$ cat config.mk
export PLATFORM = sky130hd
export DESIGN_NAME = mult_dot_accumulator_flat
export DESIGN_NICKNAME = d
export VERILOG_FILES = /design/src/rtl/mult_dot_accumulator_if.sv /design/src/rtl/mult_dot_accumulator.sv /design/src/flat_wrapper.sv
export SDC_FILE = /design/constraint.sdc
export NUM_CORES = 1
export LEC_CHECK = 0
export ABC_AREA = 1
export CAP_MARGIN = 20
export CORE_MARGIN = 4
export CORE_UTILIZATION = 45
export CTS_CLUSTER_SIZE = 14
export DETAILED_ROUTE_END_ITERATION = 16
export PLACE_DENSITY_LB_ADDON = 0.25
export SETUP_SLACK_MARGIN = 0.1
export SYNTH_ARGS = -nofsm -noshare
export SYNTH_HDL_FRONTEND = slang
export SYNTH_SLANG_ARGS = --single-unit
$ cat constraint.sdc
create_clock -name clock -period 4.55 [get_ports clock]
set_input_delay 1.1375 -clock clock [delete_from_list [all_inputs] [get_ports clock]]
set_output_delay 1.1375 -clock clock [all_outputs]
set_load 0.005 [all_outputs]
$ cat src/rtl/mult_dot_accumulator_if.sv
// Bundle of the product-input, result-handshake and status signals of the dot-product accumulator.
// slave is the accumulator side; master is the producer/consumer side.
interface mult_dot_accumulator_if #(
    parameter int WIDTH      = 8,
    parameter int LENGTH     = 4,
    parameter int ACC_WIDTH  = 20,
    parameter int FIFO_DEPTH = 4
);
    localparam int IDX_W = $clog2(LENGTH);
    localparam int LVL_W = $clog2(FIFO_DEPTH) + 1;

    logic [2*WIDTH-1:0]   p_in;
    logic                 p_valid;
    logic                 clear;
    logic [ACC_WIDTH-1:0] sum_out;
    logic                 sum_valid;
    logic                 sum_ready;
    logic [IDX_W-1:0]     index;
    logic [LVL_W-1:0]     fifo_level;
    logic                 overflow;

    modport slave (
        input  p_in, p_valid, clear, sum_ready,
        output sum_out, sum_valid, index, fifo_level, overflow
    );

    modport master (
        output p_in, p_valid, clear, sum_ready,
        input  sum_out, sum_valid, index, fifo_level, overflow
    );
endinterface

$ cat src/rtl/mult_dot_accumulator.sv
// Sums LENGTH products per group into a result FIFO; the sum is visible one cycle after the last product.
// The product stream cannot stall, so a sum arriving at a full FIFO with no pop is dropped and overflow sticks.
module mult_dot_accumulator #(
    parameter int WIDTH      = 8,
    parameter int LENGTH     = 4,
    parameter int ACC_WIDTH  = 20,
    parameter int FIFO_DEPTH = 4
) (
    input  logic                   clock,
    input  logic                   reset,
    mult_dot_accumulator_if.slave  bus
);
    localparam int IDX_W = $clog2(LENGTH);
    localparam int PTR_W = $clog2(FIFO_DEPTH);
    localparam int LVL_W = PTR_W + 1;

    logic [ACC_WIDTH-1:0] acc;
    logic [ACC_WIDTH-1:0] p_ext;
    logic [ACC_WIDTH-1:0] sum_next;
    logic [IDX_W-1:0]     idx;

    logic [ACC_WIDTH-1:0] mem [FIFO_DEPTH];
    logic [PTR_W-1:0]     wr_ptr;
    logic [PTR_W-1:0]     rd_ptr;
    logic [LVL_W-1:0]     level;
    logic                 ovf;

    logic last;
    logic empty;
    logic full;
    logic pop;
    logic push;

    assign p_ext    = ACC_WIDTH'(bus.p_in);
    assign sum_next = acc + p_ext;
    assign last     = bus.p_valid && !bus.clear && (idx == IDX_W'(LENGTH - 1));
    assign empty    = (level == LVL_W'(0));
    assign full     = (level == LVL_W'(FIFO_DEPTH));
    assign pop      = !empty && bus.sum_ready;
    // A full FIFO still accepts the new sum when the head leaves in the same cycle.
    assign push     = last && (!full || pop);

    always_ff @(posedge clock) begin
        if (reset) begin
            acc <= '0;
            idx <= '0;
        end else if (bus.clear) begin
            // A product arriving with clear becomes the first element of a fresh group.
            if (bus.p_valid) begin
                acc <= p_ext;
                idx <= IDX_W'(1);
            end else begin
                idx <= IDX_W'(0);
            end
        end else if (bus.p_valid) begin
            if (idx == IDX_W'(LENGTH - 1)) begin
                idx <= IDX_W'(0);
            end else if (idx == IDX_W'(0)) begin
                acc <= p_ext;
                idx <= IDX_W'(1);
            end else begin
                acc <= sum_next;
                idx <= idx + IDX_W'(1);
            end
        end
    end

    always_ff @(posedge clock) begin
        if (push) begin
            mem[wr_ptr] <= sum_next;
        end
    end

    always_ff @(posedge clock) begin
        if (reset) begin
            wr_ptr <= '0;
            rd_ptr <= '0;
            level  <= '0;
            ovf    <= 1'b0;
        end else begin
            if (push) begin
                wr_ptr <= wr_ptr + PTR_W'(1);
            end
            if (pop) begin
                rd_ptr <= rd_ptr + PTR_W'(1);
            end
            case ({push, pop})
                2'b10:   level <= level + LVL_W'(1);
                2'b01:   level <= level - LVL_W'(1);
                default: level <= level;
            endcase
            if (last && full && !pop) begin
                ovf <= 1'b1;
            end
        end
    end

    assign bus.sum_out    = empty ? '0 : mem[rd_ptr];
    assign bus.sum_valid  = !empty;
    assign bus.index      = idx;
    assign bus.fifo_level = level;
    assign bus.overflow   = ovf;
endmodule
$ cat src/flat_wrapper.sv
// flat-port wrapper written by rule: the top's interface ports become plain ports
module mult_dot_accumulator_flat 
#(
    parameter int WIDTH      = 8,
    parameter int LENGTH     = 4,
    parameter int ACC_WIDTH  = 20,
    parameter int FIFO_DEPTH = 4
)
  (clock, reset, bus_p_in, bus_p_valid, bus_clear, bus_sum_ready, bus_sum_out, bus_sum_valid, bus_index, bus_fifo_level, bus_overflow);
  mult_dot_accumulator_if #(.WIDTH(WIDTH), .LENGTH(LENGTH), .ACC_WIDTH(ACC_WIDTH), .FIFO_DEPTH(FIFO_DEPTH)) bus_i ();
  input  logic clock;
  input  logic reset;
  input wire logic [$bits(bus_i.p_in)-1:0] bus_p_in;
  input wire logic [$bits(bus_i.p_valid)-1:0] bus_p_valid;
  input wire logic [$bits(bus_i.clear)-1:0] bus_clear;
  input wire logic [$bits(bus_i.sum_ready)-1:0] bus_sum_ready;
  output wire logic [$bits(bus_i.sum_out)-1:0] bus_sum_out;
  output wire logic [$bits(bus_i.sum_valid)-1:0] bus_sum_valid;
  output wire logic [$bits(bus_i.index)-1:0] bus_index;
  output wire logic [$bits(bus_i.fifo_level)-1:0] bus_fifo_level;
  output wire logic [$bits(bus_i.overflow)-1:0] bus_overflow;
  assign bus_i.p_in = bus_p_in;
  assign bus_i.p_valid = bus_p_valid;
  assign bus_i.clear = bus_clear;
  assign bus_i.sum_ready = bus_sum_ready;
  assign bus_sum_out = bus_i.sum_out;
  assign bus_sum_valid = bus_i.sum_valid;
  assign bus_index = bus_i.index;
  assign bus_fifo_level = bus_i.fifo_level;
  assign bus_overflow = bus_i.overflow;
  mult_dot_accumulator #(.WIDTH(WIDTH), .LENGTH(LENGTH), .ACC_WIDTH(ACC_WIDTH), .FIFO_DEPTH(FIFO_DEPTH)) u_core (.clock(clock), .reset(reset), .bus(bus_i));
endmodule
## After elaboration in Yosys (flattened, before gate mapping)

Memory sizes are Yosys's and may differ from the RTL's. A register that Yosys moved wholly into a read port is not among the register bits.
Index checks and enable logic that the tools add are counted.

- $add $sub $neg: 6
- Multiply operators: 0
- Divide/modulo/power cells: 0
- Magnitude comparators: 0
- Equal/unequal tests: 5
- Shift operators: 0
- Muxes and demuxes: 16
- Bitwise gates (word level): 0
- Reduce and logical (&&, ||, !) cells: 16

Operators by type and width:

| cell | number |
|---|---|
| $mux W20 | 6 |
| $add A20 B16 Y20 | 1 |
| $mux W2 | 6 |
| $add A2 B1 Y2 const B | 3 |
| $logic_and A1 B1 Y1 | 6 |
| $pmux W3 S2 | 1 |
| $eq A2 B2 Y1 const B | 2 |
| $logic_not A1 Y1 | 4 |
| $reduce_bool A2 Y1 | 2 |
| $add A3 B1 Y3 const B | 1 |
| $eq A3 B3 Y1 const B | 1 |
| $logic_not A3 Y1 | 1 |
| $mux W1 | 3 |
| $sub A3 B1 Y3 const B | 1 |
| $eq A2 B1 Y1 const B | 1 |
| $logic_not A2 Y1 | 1 |
| $ne A2 B2 Y1 const B | 1 |
| $reduce_and A2 Y1 | 1 |
| $logic_or A1 B1 Y1 | 1 |

- Flip-flop bits (word level): 30
- Latch bits: 0
- Memory bits (writable): 80
- ROM bits: 0
- Output and inout bits: 27
- Word-level logic and storage cells: 50
- Memories kept: 1

Memories:

| memory | depth | width | rd ports | clocked after Yosys merged registers in | write ports | line | source |
|---|---|---|---|---|---|---|---|
| u_core.mem | 4 | 20 | 1 | 1 | 1 | mult_dot_accumulator.sv:22 | `logic [ACC_WIDTH-1:0] mem [FIFO_DEPTH];` |

## Logic depth before layout (Yosys ltp)

Gate-level depths: netlist (run 1).

- Depth in word-level cells: 7
- Mapped depth: 12
- Gate-level depth less buffers: 12

## Worst setup path before layout (run 1)

Ideal clock, no wire load.

- Kind: input port to flip-flop
- Start point: input bus_p_valid
- End point: memory u_core.mem[0][0] (enable)
- Data arrival time: 2.408 ns
- Data required time: 4.153 ns
- Setup slack: 1.746 ns
- Stages on the path: 4
- Path buffers: 0
- Path through: inv_1 > nor2_1 > nand3_1 > nor2_1

- Cells in the longest elaborated chain, start to end: 5

RTL lines:

| element | line | source |
|---|---|---|
| from (decl) | flat_wrapper.sv:14 | `input wire logic [$bits(bus_i.p_valid)-1:0] bus_p_valid;` |
| $logic_and A1 B1 Y1 (2 in series) | mult_dot_accumulator.sv:36 | `assign last = bus.p_valid && !bus.clear && (idx == IDX_W'(LENGTH - 1));` |
| $logic_and A1 B1 Y1 | mult_dot_accumulator.sv:41 | `assign push = last && (!full \|\| pop);` |
| $mux W1 | mult_dot_accumulator.sv:69 | `if (push) begin` |
| $mux W1 (implied by the code) | mult_dot_accumulator.sv:70 | `mem[wr_ptr] <= sum_next;` |
| to (decl) | mult_dot_accumulator.sv:22 |  |

Every way passes these cells.

==> impl_summary.md, run 1 <==
Status
The flow ran to the end, and the final reports show no timing, DRC or antenna violations.

Yosys
The number of warning messages in the yosys log is 0. The cell accounting for the most synthesized area is sky130_fd_sc_hd__edfxtp_1. The register area share after synthesis is 0.532. The mean cell area of the mapped netlist is 8.47 µm². The top cell type's share of synthesized area is 0.420.

The synthesized flop and latch total is 112. Counting every net in the synthesized netlist gives 721. The number of library cell types mapped by synthesis is 24.

The mapped netlist covers 5720 µm². In the synthesized netlist, the number of instances is 675. Ranked by total cell area, the synthesized netlist is headed by sky130_fd_sc_hd__edfxtp_1 (42%), sky130_fd_sc_hd__dfxtp_1 (11%), sky130_fd_sc_hd__nand2_1 (8.6%), sky130_fd_sc_hd__nor2_1 (8.0%), sky130_fd_sc_hd__a21oi_1 (6.3%).

Timing
The final critical-path required period is 3.55 ns. Setup repair after global routing left no endpoint under its margin. The maximum operating frequency is 282 MHz. Across the routed clock network, the largest skew measured is 0.00887 ns. The total negative slack is 0 ns. The slew at the pin closest to its max-slew limit is 0.825 ns. Across all setup checks in the final design, the least slack found is 1.00 ns. The count of endpoints failing hold in the final timing report is 0. Across all hold checks on the routed design, the worst slack comes to 0.472 ns. The final period utilization is 0.780.

The worst pin sits at a relative slew slack of 0.450. The final-report max-slew violation count is 0. The number of setup violations in the final report is 0.

Power and ir drop
The internal portion of the total power is 1.77 mW. The switching fraction of total power is 0.286. The switching power is 0.708 mW. The clock share of power is 0.329. The fraction of power consumed by sequential logic is 0.464. The leakage power of the design is 2.69 nW.

The combinational fraction of design power is 0.207. The sum of internal, switching and leakage power is 2.48 mW. The cell area power density is 371 nW/µm².

IR analysis of the VDD net gives a maximum drop of 0.170 mV.

Flow run
Max-cap violations in this run came to 0.

Placement
Timing analysis after detailed placement gives a worst setup slack of 1.20 ns. The half-perimeter wire length of the detailed placement result is 9.26 mm. At the end of routability-driven placement, the weighted congestion stood at 0.913.

The number of placed instances, taps included, is 877. Port buffering added 47 buffers.

Global route
Global routing finished with a remaining overflow of 0. The initial antenna violation count came to 0. The wire length of the first global-routing pass is 22.4 mm. In the global route stage, overall resource usage came out at 0.193. Entering global routing, the biggest net connects 41 pins. The via count of the first global-routing pass is 4,611.

CTS
The number of clock buffers added by TritonCTS is 9. TritonCTS built the clock tree. The clock-pin slew on the worst setup and hold paths is 0.07 ns. The post-CTS setup buffer count is 0.

For this design, the sink count on the clock tree is 112. In this run the clock root is driven by a sky130_fd_sc_hd__clkbuf_16. The post-cts gate resize count is 0.

The H-tree depth is 3. The number of buffers on the longest clock path is 2. The later pin in the worst-skew pair is clocked with a latency of 0.35 ns.

For this design, the CTS-stage hold fixing added 0 buffers.

Die
The area of the placeable core is 12,200 µm². The full die area is 14,600 µm². The number of ports placed on the die boundary is 48. The number of cell rows is 40. The initial utilization of the core area, before any placement, comes to 0.468. The floorplan die width is 121 µm.

The die outline height is 121 µm.

Critical path
STA puts the critical path data required time at 3.41 ns. The worst setup path is launched from a register. The delay of the slowest cell on the worst path is 0.55 ns. For the worst flop-to-flop path, the logic depth is 11.

The critical path goes through buf_4 -> inv_1 -> nor2_1 -> o21ai_0 -> a21oi_1 -> clkdlybuf4s50_1. The startpoint-to-endpoint class of the critical path is register to output pin. The worst setup path is captured at an output pin. On the critical path, the stage with the largest delay is an instance of sky130_fd_sc_hd__clkdlybuf4s50_1. Along the worst path, the maximum fanout reaches 21.

The data arrival time of the critical path is 2.41 ns.

Routing
In the final routed layout, each cell accounts on average for 15.1 µm. The routed design has 13.5 mm of wire. The residual antenna-violating net count after detailed routing is 0.

After detailed routing, the number of vias per cell comes to 5.22. The DRC violations left is 0. The final route contains 4,659 vias. The number of DRC markers after the initial detailed-route iteration is 334. The length of the first detailed-routing pass in iterations is 5.

Cells and area
The number of standard cells in the layout, taps in and fillers out is 893. 0 antenna diodes ended up in the layout. The area growth from synthesis to layout is 17.0%. The layout net count is 766.

In the final layout, the share of cells above drive strength 1 is 0.0497.

Hold path
The min-delay analysis places its worst path in the category register to register. Along the worst hold path, the cell count comes to 2.
[critical path: cells and delay by family (launching register included)]
family          cells  cell delay [ns]
compound gates      2             0.31
flops               1             0.32
simple gates        1             0.21
buf+inv             3             1.24
[layout by cell type, fill, tap and decap left out]
cell / n
sky130_fd_sc_hd__xor2_2: 1
sky130_fd_sc_hd__ha_1: 23
sky130_fd_sc_hd__nand4_1: 3
sky130_fd_sc_hd__clkinv_2: 1
sky130_fd_sc_hd__clkinv_8: 1
sky130_fd_sc_hd__fa_1: 2
sky130_fd_sc_hd__nand2_2: 4
sky130_fd_sc_hd__and2_1: 5
sky130_fd_sc_hd__nand2_1: 131
sky130_fd_sc_hd__o21ai_0: 61
sky130_fd_sc_hd__nor3_2: 1
sky130_fd_sc_hd__a21oi_1: 72
sky130_fd_sc_hd__nand3_1: 27
sky130_fd_sc_hd__nand3_2: 4
sky130_fd_sc_hd__clkinv_1: 1
sky130_fd_sc_hd__bufinv_16: 1
sky130_fd_sc_hd__inv_6: 2
sky130_fd_sc_hd__nor2_1: 122
sky130_fd_sc_hd__edfxtp_1: 80
sky130_fd_sc_hd__nor3_1: 4
sky130_fd_sc_hd__inv_8: 1
sky130_fd_sc_hd__clkdlybuf4s50_1: 47
sky130_fd_sc_hd__nand3b_1: 2
sky130_fd_sc_hd__o21ai_1: 1
sky130_fd_sc_hd__buf_4: 10
sky130_fd_sc_hd__o21ai_2: 1
sky130_fd_sc_hd__dfxtp_1: 32
sky130_fd_sc_hd__nor4_1: 1
sky130_fd_sc_hd__clkbuf_16: 9
sky130_fd_sc_hd__inv_1: 69
sky130_fd_sc_hd__xor2_1: 6
[flip-flops by register name (all words and copies together), names as in the netlist, named ones only]
signal	cells
u_core.mem	80
u_core.acc	20
u_core.bus.fifo_level	3
u_core.bus.overflow	1
u_core.bus.index	2
u_core.wr_ptr	2
u_core.rd_ptr	2
[layer usage]
| layer | global-route usage | wire length, µm | vias up |
|---|---|---|---|
| met4 | 0.0602 | 178 | 0 |
| met2 | 0.327 | 6540 | 113 |
| met3 | 0.0271 | 536 | 20 |
| met1 | 0.256 | 6210 | 2201 |
| li1 | - | - | 2325 |
| met5 | 0 | 0 | - |
[cell type report]
class | instances | area (µm²)
flip-flops and latches | 112 | 3040
clock buffers | 9 | 225
multi-input cells | 471 | 2330
repair buffers | 57 | 546
fillers | 1144 | 5520
well taps | 168 | 210
inverters | 69 | 259
clock inverters | 7 | 83.8
[kinds of logic after synthesis]
| group | after synthesis | synth area share |
|---|---|---|
| adder cells (fa/ha/maj) | 25 | 0.0573 |
| AO/OA/AOI/OAI | 135 | 0.118 |
| flip-flops | 112 | 0.532 |
| XOR/XNOR | 7 | 0.0120 |
| buffers and inverters | 92 | 0.0619 |
| AND/OR/NAND/NOR | 304 | 0.219 |
[final timing paths]
kind,from,endpoint,slack (ns)
setup / recovery,register,bus_sum_out[6],1.00
hold reg to reg,u_core.acc[12],u_core.acc[12],0.47
setup reg to reg,u_core.bus.fifo_level[0],u_core.bus.fifo_level[2],1.88
hold / removal,u_core.acc[12],u_core.acc[12],0.47
[cell usage after synthesis]
library cell,count
sky130_fd_sc_hd__dfxtp_1,32
sky130_fd_sc_hd__and2_1,5
sky130_fd_sc_hd__nand3_2,4
sky130_fd_sc_hd__nor3_1,4
sky130_fd_sc_hd__edfxtp_1,80
sky130_fd_sc_hd__xor2_2,1
sky130_fd_sc_hd__ha_1,23
sky130_fd_sc_hd__buf_1,1
sky130_fd_sc_hd__inv_1,69
sky130_fd_sc_hd__buf_2,7
sky130_fd_sc_hd__nand2_2,4
sky130_fd_sc_hd__o21ai_0,62
sky130_fd_sc_hd__nor3_2,1
sky130_fd_sc_hd__nor2_1,122
sky130_fd_sc_hd__a21oi_1,72
sky130_fd_sc_hd__nor4_1,1
sky130_fd_sc_hd__nand2_1,131
sky130_fd_sc_hd__nand3_1,27
sky130_fd_sc_hd__clkbuf_1,15
sky130_fd_sc_hd__nand3b_1,2
sky130_fd_sc_hd__o21ai_1,1
sky130_fd_sc_hd__xor2_1,6
sky130_fd_sc_hd__fa_1,2
sky130_fd_sc_hd__nand4_1,3
[power groups by stage]
stage	Clock, mW	Sequential (mW)	Combinational, mW
2_1_floorplan	0	1.17	0.296
3_3_place_gp	0	1.17	0.501
3_5_place_dp	0	1.17	0.514
4_1_cts	0.837	1.15	0.517
5_1_grt	0.880	1.15	0.574
6_report	0.816	1.15	0.514
[metrics by stage]
step / instance area [µm²] / util
CTS: 6690 / 0.548
global route: 6690 / 0.548
finish: 6690 / 0.548
global placement: 6380 / 0.523
detailed placement: 6380 / 0.523
floorplan: 5720 / -
Note: power is estimated with default switching activity, not from simulation.
==> inputs of run 2 (changes only) <==
- clock period: 4.55 -> 3.5 ns (I/O delays scaled with it)
==> impl_summary.md, run 2 (synthesis gave the netlist of run 1 again) <==
CTS
The post-CTS setup buffer count is 0 (unchanged). The clock latency reported for the late side of the worst-skew pair is 0.35 ns (about the same). TritonCTS built the clock tree.

The post-cts gate resize count is 0 (unchanged). The TritonCTS buffer count is 9 (unchanged). The H-tree depth came to 3 (unchanged).

The number of buffers on the longest clock path was 2 (unchanged). The count of hold-fix buffers inserted at cts was 0 (unchanged). The count of clock tree sinks is 112 (unchanged). The clock-pin slew on the worst setup and hold paths came to 0.07 ns (about the same).

The clock tree root driver cell is sky130_fd_sc_hd__clkbuf_16.

Power and ir drop
The cell area power density is 478 nW/µm² (+29%). The maximum vdd ir drop is 0.262 mV (+55%). The sum of internal, switching and leakage power is 3.21 mW (+29%).

The leakage power of the design came to 2.69 nW (+0.14%).

Critical path
The endpoint type of the worst setup path is an output pin. The required time at the worst-slack endpoint is 2.62 ns (-0.79 ns). The startpoint-to-endpoint class of the critical path is register to output pin.

The data arrival time of the critical path is 2.33 ns (-0.08 ns). STA classifies the critical path startpoint as a register. The critical-path maximum fanout is 26 (+24%).

Placement
The global placement routability congestion is 0.909 (-0.46%). The half-perimeter wire length of the detailed placement result was 9.18 mm (-0.87%). The instance count after placement with tap cells included is 879 (+0.23%). The count of input and output buffers is 47 (unchanged).

Cells and area
The commonest non-fill, non-tap cell in the layout is sky130_fd_sc_hd__nand2_1. The area growth from synthesis to layout is 17.2%. The library cells used most frequently in the layout, excluding fill and tap cells, are sky130_fd_sc_hd__nand2_1 (131), sky130_fd_sc_hd__nor2_1 (122), sky130_fd_sc_hd__edfxtp_1 (80), sky130_fd_sc_hd__a21oi_1 (72), sky130_fd_sc_hd__inv_1 (69). The flip-flop count of the largest register, all copies and words added was 80 (unchanged). The register bank with the most flops is u_core.mem. The number of standard cells in the layout, taps in and fillers out is 895 (+0.22%). The filler cell count in the final layout is 1,147 (+0.26%). The ratio of cells with drive above 1 in the final layout is 0.0523 (+0.00261). The diode insertion count for antenna repair is 0 (unchanged). The layout net count was 768 (+0.26%).

Flow run
The number of maximum-capacitance constraint violations is 0 (unchanged).

Timing
Setup repair after global routing left no endpoint under its margin. The final-report max-slew violation count is 0 (unchanged). The final period utilization is 0.917. The normalized max-slew margin was 0.416 (-0.0333). The total negative slack is 0 ns (unchanged). Subtracting the final worst setup slack from the clock period gives 3.21 ns. The count of endpoints failing hold in the final timing report is 0 (unchanged). The maximum operating frequency is 312 MHz. The number of setup violations in the final report is 0 (unchanged).

The slew at the pin closest to its max-slew limit was 0.875 ns (+0.0499 ns). The setup skew after layout is 0.00706 ns (-0.00181 ns).

Routing
The length of the first detailed-routing pass in iterations is 5 (unchanged). The number of DRC markers after the initial detailed-route iteration came to 283 (-15%). The via count was 4,581 (-1.7%). The total wire length after detailed routing came to 13.2 mm (-2.1%). The DRC violations left came to 0 (unchanged).

The average detailed-routed wire length per instance came to 14.7 µm (-2.3%). The residual antenna-violating net count after detailed routing is 0 (unchanged). The via density per instance is 5.12 (-1.9%).

Global route
The all-layer global routing usage is 0.186 (-0.00689). The initial antenna violation count is 0 (unchanged). The wire length of the first global-routing pass came to 21.1 mm (-5.8%). The pin count of the biggest net entering global routing is 27 (-34%). The aggregate global routing overflow is 0 (unchanged). The via count of the first global-routing pass is 4,270 (-7.4%).

Die
The area of the placeable core is 12,200 µm² (unchanged). The floorplan die width is 121 µm (unchanged). The full die area was 14,600 µm² (unchanged). The die outline height came to 121 µm (unchanged). The number of ports placed on the die boundary is 48 (unchanged).

The number of cell rows was 40 (unchanged). The starting density of the core is 0.468 (unchanged).

Hold path
In this run the worst hold path is classified as register to register.

Status
The flow ran to the end, and the final reports show no timing, DRC or antenna violations.
-- run 2: critical path, cell delays in order, from the launching register on --
cell and delay [ns]:
sky130_fd_sc_hd__dfxtp_1 0.51, sky130_fd_sc_hd__buf_4 0.36, sky130_fd_sc_hd__nor2_1 0.11, sky130_fd_sc_hd__nor2_1 0.12, sky130_fd_sc_hd__o21ai_0 0.10, sky130_fd_sc_hd__a21oi_1 0.24, sky130_fd_sc_hd__clkdlybuf4s50_1 0.55
-- run 2: metal layers --
layer  global-route usage  up-vias  part of all wire
met5                    0        -                 0
met4               0.0496        0             0.011
met3               0.0271       14             0.052
met2                0.312      128              0.48
met1                0.253     2109              0.46
li1                     -     2330                 -
-- run 2: worst paths after layout --
kind	startpoint	end	slack (ns)	cells past startpoint
worst max register to register	u_core.bus.fifo_level[0]	u_core.bus.fifo_level[2]	0.89	11
worst min register to register	u_core.acc[9]	u_core.acc[9]	0.47	2
worst max-delay path	register	bus_sum_out[8]	0.29	6
worst min-delay path	u_core.acc[9]	u_core.acc[9]	0.47	2
-- run 2: through the flow --
stage / instance area, µm² / hold WS, ns / util / setup slack (ns)
2_1_floorplan: 5720 / 0.436 / - / 0.958
3_5_place_dp: 6400 / 0.462 / 0.524 / 0.429
6_report: 6710 / 0.474 / 0.549 / 0.291
4_1_cts: 6710 / 0.474 / 0.549 / 0.331
3_3_place_gp: 6400 / 0.450 / 0.524 / 0.467
5_1_grt: 6710 / 0.495 / 0.549 / 0.132
-- run 2: cell type report --
class | count | area (µm²) | area share
multi-input combinational | 471 | 2330 | 0.347
clock buffer | 10 | 229 | 0.0341
inverter | 69 | 259 | 0.0386
sequential | 112 | 3040 | 0.454
clock inverter | 6 | 77.6 | 0.0116
timing repair buffer | 59 | 561 | 0.0836
tap | 168 | 210 | 0.0313
-- run 2: power breakdown --
part	switching (mW)	total [mW]	internal [mW]
registers	0.0224	1.50	1.48
clock network	0.473	1.04	0.568
logic	0.404	0.667	0.262
total	0.900	3.21	2.31
